File: config.mk
export PLATFORM = sky130hd
export DESIGN_NAME = vga_scaled_display
export DESIGN_NICKNAME = d
export VERILOG_FILES = /design/src/rtl/vga_pkg.sv /design/src/rtl/vga_timing.sv /design/src/rtl/vga_scaled_display.sv
export SDC_FILE = /design/constraint.sdc
export NUM_CORES = 1
export LEC_CHECK = 0
export BUFFER_PORTS_ARGS = -buffer_cell sky130_fd_sc_hd__buf_2
export CAP_MARGIN = 5
export CELL_PAD_IN_SITES_DETAIL_PLACEMENT = 1
export CELL_PAD_IN_SITES_GLOBAL_PLACEMENT = 1
export CORE_ASPECT_RATIO = 0.9
export CORE_MARGIN = 8
export CORE_UTILIZATION = 43
export CTS_CLUSTER_SIZE = 14
export DETAILED_ROUTE_END_ITERATION = 7
export MAX_ROUTING_LAYER = met4
export PLACE_DENSITY_LB_ADDON = 0.3
export SLEW_MARGIN = 20
export SYNTH_ARGS = -nofsm -noshare
export SYNTH_HDL_FRONTEND = slang
export SYNTH_SLANG_ARGS = --single-unit
File: constraint.sdc
create_clock -name clk -period 7.1 [get_ports clk]
set_input_delay 1.065 -clock clk [delete_from_list [all_inputs] [get_ports clk]]
set_output_delay 1.065 -clock clk [all_outputs]
set_load 0.01 [all_outputs]
File: src/rtl/vga_pkg.sv
// vga_pkg: shared timing defaults, pixel formats and
// the colour-expansion helper for the VGA display core.
package vga_pkg;

  localparam int H_ACTIVE_DEF = 640;
  localparam int H_FP_DEF     = 16;
  localparam int H_SYNC_DEF   = 96;
  localparam int H_BP_DEF     = 48;
  localparam int V_ACTIVE_DEF = 480;
  localparam int V_FP_DEF     = 10;
  localparam int V_SYNC_DEF   = 2;
  localparam int V_BP_DEF     = 33;

  localparam int CNT_W = 12;

  typedef enum logic {
    FMT_RGB332,
    FMT_RGB444
  } pix_fmt_e;

  // RGB332 widens by replicating the top bits so full
  // scale maps to 4'hF; RGB444 passes straight through.
  function automatic logic [11:0] expand_rgb(
    input pix_fmt_e    fmt,
    input logic [11:0] d
  );
    logic [11:0] c;
    c = d;
    unique case (fmt)
      FMT_RGB332: c = {d[7:5], d[7],
                       d[4:2], d[4],
                       d[1:0], d[1:0]};
      FMT_RGB444: c = d;
    endcase
    return c;
  endfunction

endpackage

File: src/rtl/vga_timing.sv
// vga_timing: hc/vc raster counters plus registered
// sync/active; *_nxt expose the position about to load.
module vga_timing
  import vga_pkg::*;
#(
  parameter int H_ACTIVE = H_ACTIVE_DEF,
  parameter int H_FP     = H_FP_DEF,
  parameter int H_SYNC   = H_SYNC_DEF,
  parameter int H_BP     = H_BP_DEF,
  parameter int V_ACTIVE = V_ACTIVE_DEF,
  parameter int V_FP     = V_FP_DEF,
  parameter int V_SYNC   = V_SYNC_DEF,
  parameter int V_BP     = V_BP_DEF,
  parameter bit SYNC_POL = 1'b0
) (
  input  logic             clk,
  input  logic             rst,
  output logic [CNT_W-1:0] hc_nxt,
  output logic [CNT_W-1:0] vc_nxt,
  output logic             act_nxt,
  output logic             active,
  output logic             hsync,
  output logic             vsync
);

  localparam int H_TOTAL = H_ACTIVE + H_FP + H_SYNC + H_BP;
  localparam int V_TOTAL = V_ACTIVE + V_FP + V_SYNC + V_BP;

  localparam logic [CNT_W-1:0] H_LAST =
    CNT_W'(H_TOTAL - 1);
  localparam logic [CNT_W-1:0] V_LAST =
    CNT_W'(V_TOTAL - 1);
  localparam logic [CNT_W-1:0] H_ACT = CNT_W'(H_ACTIVE);
  localparam logic [CNT_W-1:0] V_ACT = CNT_W'(V_ACTIVE);
  localparam logic [CNT_W-1:0] HS_BEG =
    CNT_W'(H_ACTIVE + H_FP);
  localparam logic [CNT_W-1:0] HS_END =
    CNT_W'(H_ACTIVE + H_FP + H_SYNC);
  localparam logic [CNT_W-1:0] VS_BEG =
    CNT_W'(V_ACTIVE + V_FP);
  localparam logic [CNT_W-1:0] VS_END =
    CNT_W'(V_ACTIVE + V_FP + V_SYNC);

  logic [CNT_W-1:0] hc;
  logic [CNT_W-1:0] vc;
  logic             hs_nxt;
  logic             vs_nxt;

  always_comb begin
    hc_nxt = hc + 1'b1;
    vc_nxt = vc;
    if (hc == H_LAST) begin
      hc_nxt = '0;
      vc_nxt = (vc == V_LAST) ? '0 : vc + 1'b1;
    end
    act_nxt = (hc_nxt < H_ACT) && (vc_nxt < V_ACT);
    hs_nxt  = (hc_nxt >= HS_BEG && hc_nxt < HS_END) ?
              SYNC_POL : ~SYNC_POL;
    vs_nxt  = (vc_nxt >= VS_BEG && vc_nxt < VS_END) ?
              SYNC_POL : ~SYNC_POL;
  end

  always_ff @(posedge clk) begin
    if (!rst) begin
      hc     <= '0;
      vc     <= '0;
      active <= 1'b0;
      hsync  <= ~SYNC_POL;
      vsync  <= ~SYNC_POL;
    end else begin
      hc     <= hc_nxt;
      vc     <= vc_nxt;
      active <= act_nxt;
      hsync  <= hs_nxt;
      vsync  <= vs_nxt;
    end
  end

endmodule

File: src/rtl/vga_scaled_display.sv
// vga_scaled_display: scaled ping-pong framebuffer readout,
// vblank bank swap, sync/colour pins (rd_* fetch, rgb out).
module vga_scaled_display
  import vga_pkg::*;
#(
  parameter int H_ACTIVE   = H_ACTIVE_DEF,
  parameter int H_FP       = H_FP_DEF,
  parameter int H_SYNC     = H_SYNC_DEF,
  parameter int H_BP       = H_BP_DEF,
  parameter int V_ACTIVE   = V_ACTIVE_DEF,
  parameter int V_FP       = V_FP_DEF,
  parameter int V_SYNC     = V_SYNC_DEF,
  parameter int V_BP       = V_BP_DEF,
  parameter bit SYNC_POL   = 1'b0,
  parameter int SCALE_LOG2 = 1,
  parameter int PIX_W      = 8,
  parameter int RD_LAT     = 1,
  parameter int ADDR_W     = 20
) (
  input  logic              clk,
  input  logic              rst,
  input  logic              swap_req,
  output logic              swap_ack,
  output logic              front_bank,
  output logic              frame_start,
  output logic              rd_en,
  output logic [ADDR_W-1:0] rd_addr,
  input  logic [PIX_W-1:0]  rd_data,
  output logic [9:0]        lx,
  output logic [9:0]        ly,
  output logic              hsync,
  output logic              vsync,
  output logic [3:0]        red,
  output logic [3:0]        green,
  output logic [3:0]        blue
);

  localparam int LW = H_ACTIVE >> SCALE_LOG2;
  localparam int LH = V_ACTIVE >> SCALE_LOG2;

  localparam logic [ADDR_W-1:0] BANK_SZ = ADDR_W'(LW * LH);
  localparam logic [ADDR_W-1:0] LW_A    = ADDR_W'(LW);
  localparam logic [CNT_W-1:0]  S_MASK  =
    CNT_W'((1 << SCALE_LOG2) - 1);
  localparam logic [CNT_W-1:0]  V_ACT   = CNT_W'(V_ACTIVE);
  localparam pix_fmt_e FMT =
    (PIX_W == 12) ? FMT_RGB444 : FMT_RGB332;

  logic [CNT_W-1:0]  hc_nxt;
  logic [CNT_W-1:0]  vc_nxt;
  logic              act_nxt;
  logic              hs_t;
  logic              vs_t;

  logic              take;
  logic              fb_nxt;
  logic [9:0]        lx_nxt;
  logic [9:0]        ly_nxt;
  logic [ADDR_W-1:0] row_base;
  logic [ADDR_W-1:0] row_nxt;
  logic [ADDR_W-1:0] addr_nxt;
  logic [11:0]       rgb;

  logic [RD_LAT:0]   hs_d;
  logic [RD_LAT:0]   vs_d;
  logic [RD_LAT-1:0] act_d;

  vga_timing #(
    .H_ACTIVE (H_ACTIVE),
    .H_FP     (H_FP),
    .H_SYNC   (H_SYNC),
    .H_BP     (H_BP),
    .V_ACTIVE (V_ACTIVE),
    .V_FP     (V_FP),
    .V_SYNC   (V_SYNC),
    .V_BP     (V_BP),
    .SYNC_POL (SYNC_POL)
  ) u_timing (
    .clk     (clk),
    .rst     (rst),
    .hc_nxt  (hc_nxt),
    .vc_nxt  (vc_nxt),
    .act_nxt (act_nxt),
    .active  (rd_en),
    .hsync   (hs_t),
    .vsync   (vs_t)
  );

  // Fetch-side values are computed from the position being
  // loaded so they change on the same edge as the counters.
  // The swap is sampled on the edge entering hc=0, vc=V_ACTIVE.
  always_comb begin
    take   = swap_req && (hc_nxt == '0) && (vc_nxt == V_ACT);
    fb_nxt = front_bank ^ take;
    lx_nxt = 10'(hc_nxt >> SCALE_LOG2);
    ly_nxt = 10'(vc_nxt >> SCALE_LOG2);
    row_nxt = row_base;
    if (vc_nxt == '0)
      row_nxt = '0;
    else if (hc_nxt == '0 && (vc_nxt & S_MASK) == '0)
      row_nxt = row_base + LW_A;
    addr_nxt = '0;
    if (act_nxt)
      addr_nxt = (fb_nxt ? BANK_SZ : '0) + row_nxt +
                 ADDR_W'(lx_nxt);
  end

  assign rgb = expand_rgb(FMT, 12'(rd_data));

  always_ff @(posedge clk) begin
    if (!rst) begin
      rd_addr     <= '0;
      lx          <= '0;
      ly          <= '0;
      row_base    <= '0;
      front_bank  <= 1'b0;
      swap_ack    <= 1'b0;
      frame_start <= 1'b0;
    end else begin
      rd_addr     <= addr_nxt;
      lx          <= lx_nxt;
      ly          <= ly_nxt;
      row_base    <= row_nxt;
      front_bank  <= fb_nxt;
      swap_ack    <= take;
      frame_start <= (hc_nxt == '0) && (vc_nxt == '0);
    end
  end

  // Sync trails the fetch by RD_LAT+1 so it leaves with the
  // colour of the same pixel; act_d gates data arrival.
  always_ff @(posedge clk) begin
    if (!rst) begin
      hs_d  <= {(RD_LAT+1){~SYNC_POL}};
      vs_d  <= {(RD_LAT+1){~SYNC_POL}};
      act_d <= '0;
      red   <= '0;
      green <= '0;
      blue  <= '0;
    end else begin
      hs_d     <= {hs_d[RD_LAT-1:0], hs_t};
      vs_d     <= {vs_d[RD_LAT-1:0], vs_t};
      act_d[0] <= rd_en;
      for (int i = 1; i < RD_LAT; i++)
        act_d[i] <= act_d[i-1];
      {red, green, blue} <= act_d[RD_LAT-1] ? rgb : 12'h000;
    end
  end

  assign hsync = hs_d[RD_LAT];
  assign vsync = vs_d[RD_LAT];

endmodule

==> run summary, run 1 <==
The number of cells on the worst hold path works out to 1. For this run, design rule violations remaining after detail routing come to 0. The number of antenna violations at the first check in global routing is 0. In this run the worst hold path is classified as reg -> reg. The tool flagged a number of max-cap violations equal to 0.

During I/O placement, the number of pins put on the boundary was 69. Summed over all layers, the global routing overflow is 0. The number of clock sinks came out at 83. Dividing total power by cell area gives a power density of 204 nW/µm². The run gives 532 as the number of standard cells after synthesis.

In this run, synthesis inferred 0 flip-flops with an integrated enable. The run gives 0 as the final count of pins violating max slew. Once placement completed, the tool counted placed cells totaling 680.

The floorplan step defined a die boundary enclosing 14100 µm². Measured against the total synthesized area, the mux share comes to 1.10%. The HPWL after detailed placement is 9230 µm. The count of buffers added on input and output ports is 68. The run gives 35 as the number of rows in the core area. Setup repair after global routing left no endpoint under its margin.

In the routed layout, each cell is associated on average with a via count of 5.63. The highest net fanout along the worst path was 29; the net total in the final layout was 593. The tools report the sequential share of the synthesized area as 36.5%. Summed over all layers, the routed wires come to 12200 µm. The portion of the clock cycle consumed by the worst path in the final layout is 83.8%, and the worst voltage drop across the vdd grid is 0.154 mV. For the area after detailed placement, the log shows 4770 µm². The arrival time reported for the critical path endpoint is 6.22 ns, and the total number of H-tree levels is 3.

Sorting the synthesized cells by how often they occur yields dfxtp_1, nor2_1, nor3_1. The core region is 10300 µm². For the final routed database, the setup TNS stands at 0 ns.

The run finished with clean final reports. Summing the areas of all compound-gate instances in the mapped netlist gives 12.0% of the synthesized area. The clock tree skew after final layout is 0.00597 ns. Clock tree synthesis selected as its root buffer the cell clkbuf_16.

Global routing consumed, over all layers together, 18.1% of the routing resources. For the post-synthesis net count, the log shows 563. For the pin with the worst max-slew slack, the measured transition is 0.868 ns. The number of nets with antenna violations after routing is 0, and the minimum clock period after layout is 5.95 ns. The non-filler instance count after layout is 696. The tools report the maximum number of pins on one net before global-route repair as 35. The most instantiated library cell after synthesis is dfxtp_1. The synthesized area came out at 4550 µm². The cell type contributing the most total cell area after synthesis was dfxtp_1. By area the synthesized netlist is led by dfxtp_1, ha_1, nor2_1.

The area growth from synthesis to layout is 12.3%. The run gives 0 as the number of warnings issued by yosys. The run gives 4150 as the number of global-route vias before repair. The first-pass GRT wire length is 20700 µm. For this run, the detailed router's first-pass iteration total came to 5. In this run the static leakage power is 0.00216 µW. The simple-gate portion of the synthesized area was 28.9%; the count of instances resized after the clock tree is built was 0. The tools report the relative slew slack as 41.7%.

The tools report the kind of start point of the critical path as a flip-flop. For this run, the top clock speed supported by timing is 0.168 GHz. The async set-or-reset flop fraction in the synthesized netlist is 0%, and the number of fillers in the final layout is 1235.

For the final instance area, the log shows 5110 µm². The latest clock arrival within the worst-skew pair came out at 0.34 ns. In this run, distinct cell masters in the synthesized netlist total 67. The detailed router finished its first iteration with 141 violations. Initial standard-cell utilization of the core: 44.2%.

Dominant combinational cell family by area after synthesis: simple AND/OR/NAND/NOR gates. Counting cells, the worst reg-to-reg path comes to 21. Counting flops and latches in the post-synthesis netlist gives 83.

The synthesized-area fraction occupied by xor and xnor cells was 7.70%; the post-detailed-route wirelength per cell was 17.6 µm. The die is 114 µm tall. Buffers added to address setup during post-CTS repair amount to 0. The share of synthesized cell area in full adder, half adder and majority cells came out at 5.66%. The tools report the final antenna diode count as 0.

The congestion estimate from routability-driven global placement came to 0.896. The floorplan step set the die width to 124 µm. After clock tree synthesis, the clock-pin slew on the worst setup and hold paths is 0.06 ns.

The critical path class is reg -> reg. Ratio of cells with drive above 1 in the final layout: 16.9%. For this run, the leading register cell type out of synthesis is dfxtp_1. Setup violations remaining at the end of the flow were counted as 0. The average instance in the mapped netlist occupies 8.56 µm². TritonCTS built the clock tree.

No sink is reached through more buffers than the 2 on the longest clock path. The tools report the endpoint type of the worst setup path as a flip-flop. The logs give 0 for the final hold violation count and 0 for the count of hold-fix buffers inserted at cts. The share of the synthesized area in the top cell type is 36.5%, and the count of vias placed by the detailed router is 3915.

STA puts the critical path data required time at 7.37 ns. The number of buffers added by the clock tree synthesis step was 9.
## report_power, final
group | total, µW | leakage, µW | switching, µW | internal [µW]
logic | 30.8 | 0.00132 | 20.1 | 10.8
registers | 474 | 0.000671 | 3.60 | 470
clock network | 540 | 0.000169 | 188 | 352
## layout by cell type, fill, tap and decap left out, types with 5 or more instances in the layout
master | Yosys | layout
clkbuf_16 | 0 | 9
nand2b_1 | 11 | 11
xnor2_1 | 23 | 23
nand3_1 | 18 | 18
nand4_1 | 15 | 15
and3_1 | 14 | 14
nor2_1 | 60 | 60
mux2i_1 | 5 | 5
a31oi_1 | 7 | 7
and2_1 | 23 | 23
ha_1 | 19 | 19
o211ai_1 | 5 | 5
a21oi_1 | 18 | 18
xor2_1 | 17 | 17
dfxtp_1 | 83 | 83
inv_1 | 17 | 17
or3_1 | 7 | 7
nor2b_1 | 9 | 9
o21ai_0 | 9 | 9
or4_1 | 6 | 6
buf_2 | 7 | 68
nor3_1 | 26 | 25
nand2_1 | 24 | 24
## layout make-up
cell class,instances,area [µm²],share of cell area [%]
Multi-Input combinational cell,380,2530,49.4
Tap cell,129,161,3.16
Inverter,19,71.3,1.40
Clock buffer,11,243,4.75
Clock inverter,5,100,1.96
Timing Repair Buffer,69,348,6.81
Sequential cell,83,1660,32.5
## metal layers
layer  global-route usage [%]  wire, µm
met1                     20.2      5540
met2                     31.0      5960
met3                     4.50       550
met4                     6.42       194
met5                        -         0
## final timing paths
kind                      end  slack [ns]      startpoint
hold reg to reg       vs_d[0]        0.42  u_timing.vsync
hold / removal        vs_d[0]        0.42  u_timing.vsync
setup reg to reg  rd_addr[18]        1.15           lx[0]
setup / recovery  rd_addr[18]        1.15           lx[0]
## cells by family after synthesis
group / count (synthesis)
mux: 5
buf+inv: 69
compound gates: 77
flops: 83
xor+xnor: 40
fa+ha+maj: 20
simple gates: 238
## state kept, by name, summed over array words and instances, names as in the netlist
name / count
rd_addr: 20
green: 3
row_base: 20
blue: 2
u_timing.hc: 3
act_d: 1
u_timing.hsync: 1
vs_d: 2
u_timing.vc: 3
hs_d: 2
ly: 9
front_bank: 1
swap_ack: 1
lx: 9
u_timing.active: 1
red: 3
frame_start: 1
u_timing.vsync: 1
## critical path: stages, from the launching register on
cell       delay [ns]
dfxtp_1          0.41
ha_1             0.30
nand4_1          0.40
nor3_2           0.74
a311oi_1         0.19
o311a_1          0.44
o211ai_1         0.19
nor3_2           0.06
buf_4            0.23
nor2b_1          0.19
ha_1             0.20
inv_1            0.06
fa_1             0.37
nor2b_1          0.18
o21ai_0          0.12
a21bo_2          0.25
a21oi_1          0.19
o2111ai_1        0.19
a21oi_1          0.27
o211ai_1         0.22
a311oi_1         0.44
mux2i_1          0.23
## through the flow
stage	util [%]	hold WS, ns	setup slack (ns)	power (µW)
2_1_floorplan	-	0.386	1.96	504
4_1_cts	49.7	0.421	1.15	1060
6_report	49.7	0.416	1.15	1040
3_3_place_gp	46.3	0.391	1.46	514
5_1_grt	49.7	0.450	0.585	1080
3_5_place_dp	46.3	0.395	1.19	516
Power figures use the tool's default switching activity.
==> run 2: changes to the inputs <==
--- a/config.mk
+++ b/config.mk
@@ -11,7 +11,7 @@
 export CELL_PAD_IN_SITES_GLOBAL_PLACEMENT = 1
 export CORE_ASPECT_RATIO = 0.9
 export CORE_MARGIN = 8
-export CORE_UTILIZATION = 43
+export CORE_UTILIZATION = 39
 export CTS_CLUSTER_SIZE = 14
 export DETAILED_ROUTE_END_ITERATION = 7
 export MAX_ROUTING_LAYER = met4
==> constraint.sdc (replaced) <==
create_clock -name clk -period 5.2 [get_ports clk]
set_input_delay 0.78 -clock clk [delete_from_list [all_inputs] [get_ports clk]]
set_output_delay 0.78 -clock clk [all_outputs]
set_load 0.01 [all_outputs]
==> run 2 against run 1 <==
Flip-flop and latch count is the same. Sequential power up 36%. Power grew 38%. Clock power grew 39%. Combinational power is 57% higher. Routed wire length up 7.4%. Final cell count is 11% higher. Non-clock buffer count increased by 50. Utilization shrank 0.56 points. Clock skew hardly changed. Critical path type unchanged. Largest cell class unchanged. Highest routed layer unchanged.
==> run summary, run 2 (same netlist as run 1, synthesis figures left out) <==
The flow ran to the end, and the final reports show no timing, DRC or antenna violations. The length of routed met2 wiring is 6320 µm (+6.0%), and the net switching power of the design is 300 µW (+42%). The y dimension of the die is 118 µm (+4.3%). The number of global-route vias before repair is 4269 (+2.9%). The logs give 17.9% (-0.15 points) for the aggregate global-route resource usage and 21500 µm (+3.9%) for the first-pass GRT wire length.

The logs give 41.7% (-0.072 points) for the relative slew slack and 0 (unchanged) for the final antenna diode count. The final instance area is 5590 µm² (+9.4%). The ratio of cells with drive above 1 in the final layout is 25.8% (+8.8 points). The internal reg-to-reg setup slack was 0.25 ns (-0.90 ns).

Endpoint type of the worst setup path: a flip-flop. The maximum operating frequency came out at 0.202 GHz (+20%). The portion of the clock cycle consumed by the worst path in the final layout was 95.1% (+11 points); the total routed wire length on the met1 layer was 5970 µm (+7.8%). The ratio of total power to cell area was 258 nW/µm² (+26%); the number of nets with antenna violations after routing was 0 (unchanged). Traced cell by cell, the critical path runs through inv_1, ha_1, or4bb_1, or4_4, a2bb2o_1, o311a_1, o211ai_1, nor3_4, buf_4, nor2b_1, ha_1, nand2_1, o211ai_1, a31oi_1, o21bai_1, a2111oi_2, nor3_2, a311oi_1, and4bb_1, mux2i_1.

The critical path class was reg -> reg. Arrival time reported for the critical path endpoint: 5.18 ns (-1.04 ns). The clock transition time at the flip-flop clock pins of the worst setup and hold paths was 0.06 ns (about the same). The library cell used most frequently in the layout, excluding fill and tap cells, is dfxtp_1. The run gives 0.0952 ns (-1.10 ns) as the worst slack after detailed placement. The max-capacitance violation count came out at 0 (unchanged). The worst hold path terminates at hs_d[1]. The run gives 15400 µm² (+8.9%) as the area enclosed by the die boundary. The sum of negative setup slack is 0 ns (unchanged), and the area of combinational cells with multiple inputs is 2590 µm² (+2.5%). The delay of the slowest cell on the worst path came out at 0.49 ns (-0.25 ns). The run gives 0.252 ns (-0.897 ns) as the worst setup slack after layout.

The run gives 0.00243 µW (+12%) as the static power due to leakage. The run gives 0 (unchanged) as the post-detailed-route DRC marker count. The count of vias placed by the detailed router came out at 4113 (+5.1%). The routed length on met3 was 655 µm (+19%). The number of cells on the worst hold path was 1 (unchanged); the worst hold slack after final layout was 0.418 ns (+0.00195 ns). The sequential fraction of design power is 44.7% (-0.7 points). The layout-stage area growth over the synthesis result is 22.9%, and the maximum number of pins on one net before global-route repair is 35 (unchanged).

The library cell contributing the largest single delay on the critical path was or4_4. The sum of overflow across all layers after global routing was 0 (unchanged). The run gives 643 (+8.4%) as the net total in the final layout. TritonCTS built the clock tree.

The tools report the number of fillers in the final layout as 1406 (+14%). The run gives 5 (unchanged) as the number of iterations in the first detailed-routing pass. The top cell types in the final layout, fill and taps aside, are dfxtp_1, buf_2, nor2_1. Worst flop-to-flop path startpoint: ly[0].

Minimum clock period after layout: 4.95 ns (-1.00 ns). In this run the most critical hold path is launched from hs_d[0]. The run gives 13100 µm (+7.4%) as the sum of routed wire length over all layers. The cell-internal power was 1140 µW (+37%); the final core utilization was 49.1% (-0.56 points).

The combinational group share of total power was 3.4% (+0.4 points). The switching part of the total is 20.8% (+0.55 points), and the latest clock arrival within the worst-skew pair is 0.34 ns (about the same). The number of cell instances on the worst register-to-register path was 20 (-4.8%); the clock tree skew after final layout was 0.00613 ns (+0.000162 ns).

The number of antenna violations at the first check in global routing came out at 0 (unchanged). The final weighted congestion in routability-driven placement was 0.892 (-0.51%); the required time of the worst setup path was 5.43 ns (-1.94 ns). The initial standard-cell utilization of the core was 40.0% (-4.3 points). The number of rows in the core area was 37 (+5.7%); the number of clock sinks was 83 (unchanged).

The maximum root-to-sink buffer count was 2 (unchanged); the number of ports placed on the die boundary was 69 (unchanged). The kind of start point of the critical path is a flip-flop. The part of the power in the clock network came out at 52.0% (+0.3 points). Classification of the worst-slack hold path: reg -> reg. The total number of H-tree levels was 3 (unchanged); the die width was 130 µm (+4.4%). The final hold violation count was 0 (unchanged); the number of I/O port buffers was 68 (unchanged). Worst voltage drop across the vdd grid: 0.131 mV (-15%). The final count of pins violating max slew is 0 (unchanged), and the transition time of the tightest slew-check pin is 0.870 ns (+0.00107 ns). Number of buffers added by the clock tree synthesis step: 9 (unchanged).

HPWL after detailed placement: 10000 µm (+8.7%). For the count of hold-fix buffers inserted at cts, the log shows 0 (unchanged). The run gives 5170 µm² (+8.4%) as the area after detailed placement.

In this run the top signal layer used is met4. In this run the critical register-to-register path is captured at rd_addr[19]. The vias per cell is 5.32 (-5.4%), and the number of DRC markers after the initial detailed-route iteration is 189 (+34%). The core footprint is 11400 µm² (+11%), and the sequential cell area is 1660 µm² (about the same).

The highest net fanout along the worst path is 8 (-72%). The post-detailed-route wirelength per cell is 17.0 µm (-3.3%). The largest registers in the layout are rd_addr (20), row_base (20). The setup violation total in the final timing report is 0 (unchanged). The clock tree root buffer cell is clkbuf_16.
run 2: cell count changes in the layout (fill, tap and decap cells not counted), moves of 2 or more:
cell,change
buf_4,+50
a21oi_1,-2
a21oi_2,+2
clkinv_4,+2
or4_1,-2
or4_4,+2
run 2: worst max path at each step:
stage | start | depth (start not counted) | endpoint | slack [ns]
after global placement | ly[0] | 20 | rd_addr[19] | 0.24
after floorplan | lx[0] | 22 | rd_addr[19] | 0.06
after detailed placement | ly[0] | 19 | rd_addr[19] | 0.1
after global routing | lx[0] | 20 | rd_addr[18] | -0.03
after CTS | ly[0] | 19 | rd_addr[19] | 0.02
final | ly[0] | 20 | rd_addr[19] | 0.25
run 2: worst max-delay path, delay by kind of cell (launching register included):
family                   cells  cell delay (ns)
AO/OA/AOI/OAI                8             1.81
AND/OR/NAND/NOR              7             1.77
adder cells (fa/ha/maj)      2             0.48
flip-flops                   1             0.37
buffers and inverters        2             0.28
multiplexers                 1             0.11
run 2: per-layer routing:
metal | up-vias | GRT usage (%)
met4 | 0 | 5.95
met1 | 1986 | 21.1
met3 | 17 | 4.31
met5 | - | -
met2 | 91 | 29.3
li1 | 2019 | -
run 2: area by class of cell:
cell class	instances	area share [%]
clock buffer	10	4.27
clock inverter	6	2.01
inverter	19	1.28
multi-input combinational	380	46.3
sequential	83	29.7
tap	156	3.49
timing repair buffer	119	12.9
run 2: what timing repair did:
action	CTS	global route
endpoints found under the setup margin	0	7
setup buffers	0	1
resized for setup	0	15
run 2: power by group through the flow:
stage                     clock (µW)  sequential, µW  combinational (µW)
final                            750             644                48.5
after global placement             0             659                48.0
after CTS                        769             645                49.4
after global routing             795             645                53.8
after detailed placement           0             659                49.0
after floorplan                    0             661                26.4
run 2: stage by stage:
| step | power [µW] | instances |
|---|---|---|
| finish | 1440 | 773 |
| global route | 1490 | 773 |
| CTS | 1460 | 772 |
| detailed placement | 708 | 756 |
| global placement | 707 | 756 |
| floorplan | 688 | 532 |
==> run 3: changes to the inputs <==
--- a/config.mk
+++ b/config.mk
@@ -11,7 +11,7 @@
 export CELL_PAD_IN_SITES_GLOBAL_PLACEMENT = 1
 export CORE_ASPECT_RATIO = 0.9
 export CORE_MARGIN = 8
-export CORE_UTILIZATION = 39
+export CORE_UTILIZATION = 43
 export CTS_CLUSTER_SIZE = 14
 export DETAILED_ROUTE_END_ITERATION = 7
 export MAX_ROUTING_LAYER = met4
==> constraint.sdc (replaced) <==
create_clock -name clk -period 5 [get_ports clk]
set_input_delay 0.75 -clock clk [delete_from_list [all_inputs] [get_ports clk]]
set_output_delay 0.75 -clock clk [all_outputs]
set_load 0.01 [all_outputs]
==> run 3 against run 2 <==
Worst hold slack worse by 0.010 ns. Final cell count decreased by 1.8%. Power is 1.1% higher. Clock power decreased by 2%. Flip-flop and latch count stayed put. Worst setup slack got worse by 0.25 ns. Critical endpoint unchanged. Highest routed layer unchanged.
==> run summary, run 3 (same netlist as run 1, synthesis figures left out) <==
The flow ran to the end, and the final reports show no timing, DRC or antenna violations. The tools report the number of antenna violations at the first check in global routing as 0 (unchanged). The largest individual stage delay along the critical path comes from the cell or4_4. The number of rows in the core area came out at 35 (-5.4%). The y dimension of the die is 114 µm (-4.1%).

The number of nets with antenna violations after routing came out at 0 (unchanged). The arrival time reported for the critical path endpoint is 5.23 ns (+0.05 ns). Traced cell by cell, the critical path runs through inv_4, ha_4, or4bb_1, or4_4, a2bb2o_4, o311a_1, o211ai_1, nor3_4, nand2b_4, inv_2, ha_4, a21oi_4, o211ai_1, a31oi_2, o21bai_2, a2111oi_4, nor3_2, a311oi_2, and4bb_1, mux2i_1.

The required time of the worst setup path is 5.23 ns (-0.20 ns), and the clock tree skew after final layout is 0.00602 ns (-0.000108 ns). The ratio of cells with drive above 1 in the final layout is 30.8% (+5.0 points). The run gives 308 µW (+2.7%) as the net switching power of the design. The maximum operating frequency was 0.200 GHz (-1.0%). The number of global-route vias before repair is 4441 (+4.0%), and the minimum clock period after layout is 5.00 ns (+0.0503 ns). The critical path starts at ly[0]. The post-detailed-route wirelength per cell works out to 19.1 µm (+13%).

In this run the clock root is driven by a clkbuf_16. The run gives 0 (unchanged) as the setup violation total in the final timing report. Layout-stage area growth over the synthesis result: 27.1%.

Cell family with the largest share of critical-path delay: compound AO/OA/AOI/OAI gates. The portion of the clock cycle consumed by the worst path in the final layout works out to 100% (+4.8 points). The number of cells on the critical path was 20 (unchanged).

The final antenna diode count came out at 0 (unchanged). In the layout the commonest cells are dfxtp_1, buf_2, buf_4. The tools report the area enclosed by the die boundary as 14100 µm² (-8.1%). The number of clock sinks is 83 (unchanged), and the transition time of the tightest slew-check pin is 0.856 ns (-0.0136 ns).

The vias per cell was 5.66 (+6.5%); the internal reg-to-reg setup slack was 0.002 ns (-0.25 ns). Final hold violation count: 0 (unchanged). The highest net fanout along the worst path was 8 (unchanged). The endpoint identified for the worst register-to-register timing path is rd_addr[19].

The classification of the worst-slack hold path is reg -> reg. The run gives 0 (unchanged) as the sum of overflow across all layers after global routing. Sum of routed wire length over all layers: 14500 µm (+11%).

The run gives 3 (unchanged) as the total number of H-tree levels. The run gives 50.4% (-1.6 points) as the part of the power in the clock network. Number of fillers in the final layout: 1206 (-14%). TritonCTS built the clock tree. The switching part of the total is 21.1% (+0.33 points).

The relative slew slack came out at 42.6% (+0.91 points). The tools report the maximum root-to-sink buffer count as 2 (unchanged). The critical path buffer and inverter count is 2 (unchanged), and the static power due to leakage is 0.00250 µW (+2.6%).

The sequential fraction of design power is 45.9% (+1.2 points). The tools report the combinational group share of total power as 3.7% (+0.3 points). The number of cell instances on the worst register-to-register path works out to 20 (unchanged).

By startpoint and endpoint, the worst setup path is classified as reg -> reg. The run gives 69 (unchanged) as the number of ports placed on the die boundary. The die width was 124 µm (-4.2%); the worst slack after detailed placement was -0.180 ns (-0.275 ns). The run gives 4 (-1) as the number of iterations in the first detailed-routing pass.

Most common cell after layout, fill and taps aside: dfxtp_1. The count of vias placed by the detailed router is 4299 (+4.5%). Maximum number of pins on one net before global-route repair: 35 (unchanged). The delay of the slowest cell on the worst path is 0.60 ns (+0.11 ns).

The worst setup slack after layout came out at 0.00190 ns (-0.250 ns). The logs give 656 (+2.0%) for the net total in the final layout and 0.34 ns (about the same) for the latest clock arrival within the worst-skew pair. The number of buffers added by the clock tree synthesis step is 9 (unchanged). The worst flop-to-flop path startpoint was ly[0].

The worst voltage drop across the vdd grid was 0.234 mV (+79%); the number of I/O port buffers was 68 (unchanged). The cell-internal power was 1150 µW (+0.70%); the initial standard-cell utilization of the core was 44.2% (+4.3 points). The first-pass GRT wire length came out at 22600 µm (+5.2%).

The area of combinational cells with multiple inputs is 2730 µm² (+5.3%), and the final count of pins violating max slew is 0 (unchanged). The worst setup path is captured at a flip-flop. Ratio of total power to cell area: 252 nW/µm² (-2.2%).

The core footprint was 10300 µm² (-9.6%). The final core utilization was 56.2% (+7.1 points). The clock transition time at the flip-flop clock pins of the worst setup and hold paths was 0.06 ns (about the same); the number of DRC markers after the initial detailed-route iteration was 231 (+22%). The logs give 0 (unchanged) for the max-capacitance violation count and 19.9% (+2.0 points) for the aggregate global-route resource usage.

The worst setup path endpoint was rd_addr[19]. The tools report the kind of start point of the critical path as a flip-flop. The HPWL after detailed placement was 9970 µm (-0.62%). The logs give 0 (unchanged) for the post-detailed-route DRC marker count and 1670 µm² (+0.38%) for the sequential cell area. Setup repair after global routing could not meet its margin everywhere. In the final layout, the registers with the most flip-flops are rd_addr (20), row_base (20).

Final weighted congestion in routability-driven placement: 0.906 (+1.6%).
-- run 3: routing by layer --
metal / part of all wire [%] / global-route usage, % / vias up
li1: - / - / 2037
met1: 43 / 22.5 / 2104
met2: 50 / 33.4 / 126
met3: 5.0 / 5.75 / 32
met4: 2.4 / 6.66 / 0
met5: 0 / - / -
-- run 3: cell type report --
type	count	area share, %
clock inverter	4	1.25
timing repair buffer	132	14.3
sequential	83	28.8
clock buffer	12	4.43
inverter	19	1.32
tap	129	2.79
multi-input combinational	380	47.1
-- run 3: worst min-delay path by stage --
| stage | cells after the start | slack, ns | start | end |
|---|---|---|---|---|
| after detailed placement | 1 | 0.40 | vs_d[0] | vs_d[1] |
| after global placement | 1 | 0.39 | vs_d[0] | vs_d[1] |
| after floorplan | 1 | 0.39 | u_timing.hsync | hs_d[0] |
| after CTS | 1 | 0.41 | vs_d[0] | vs_d[1] |
| after global routing | 1 | 0.44 | vs_d[0] | vs_d[1] |
| final | 1 | 0.41 | vs_d[0] | vs_d[1] |
-- run 3: timing repair --
| item | CTS | global route |
|---|---|---|
| resized for setup | 6 | 41 |
| endpoints found under the setup margin | 6 | 6 |
| hold buffers | 0 | 0 |
| pin swaps | 3 | 26 |
| setup buffers | 1 | 14 |
| hold endpoints to repair | 0 | 0 |
-- run 3: per-stage QoR --
step	TNS, ns	std cells	hold WS, ns	instance area (µm²)	power [µW]
final	0	759	0.408	5790	1460
after global routing	-0.529	759	0.438	5790	1510
after CTS	0	745	0.413	5510	1470
after detailed placement	-0.452	728	0.397	5140	738
after global placement	-0.0221	728	0.389	5140	736
after floorplan	0	532	0.386	4570	716
-- run 3: power by group through the flow --
stage | Sequential, µW | Clock [µW] | Combinational (µW)
floorplan | 688 | 0 | 27.8
global placement | 685 | 0 | 50.6
detailed placement | 685 | 0 | 52.6
CTS | 671 | 750 | 52.8
global route | 670 | 776 | 60.1
finish | 669 | 736 | 54.1
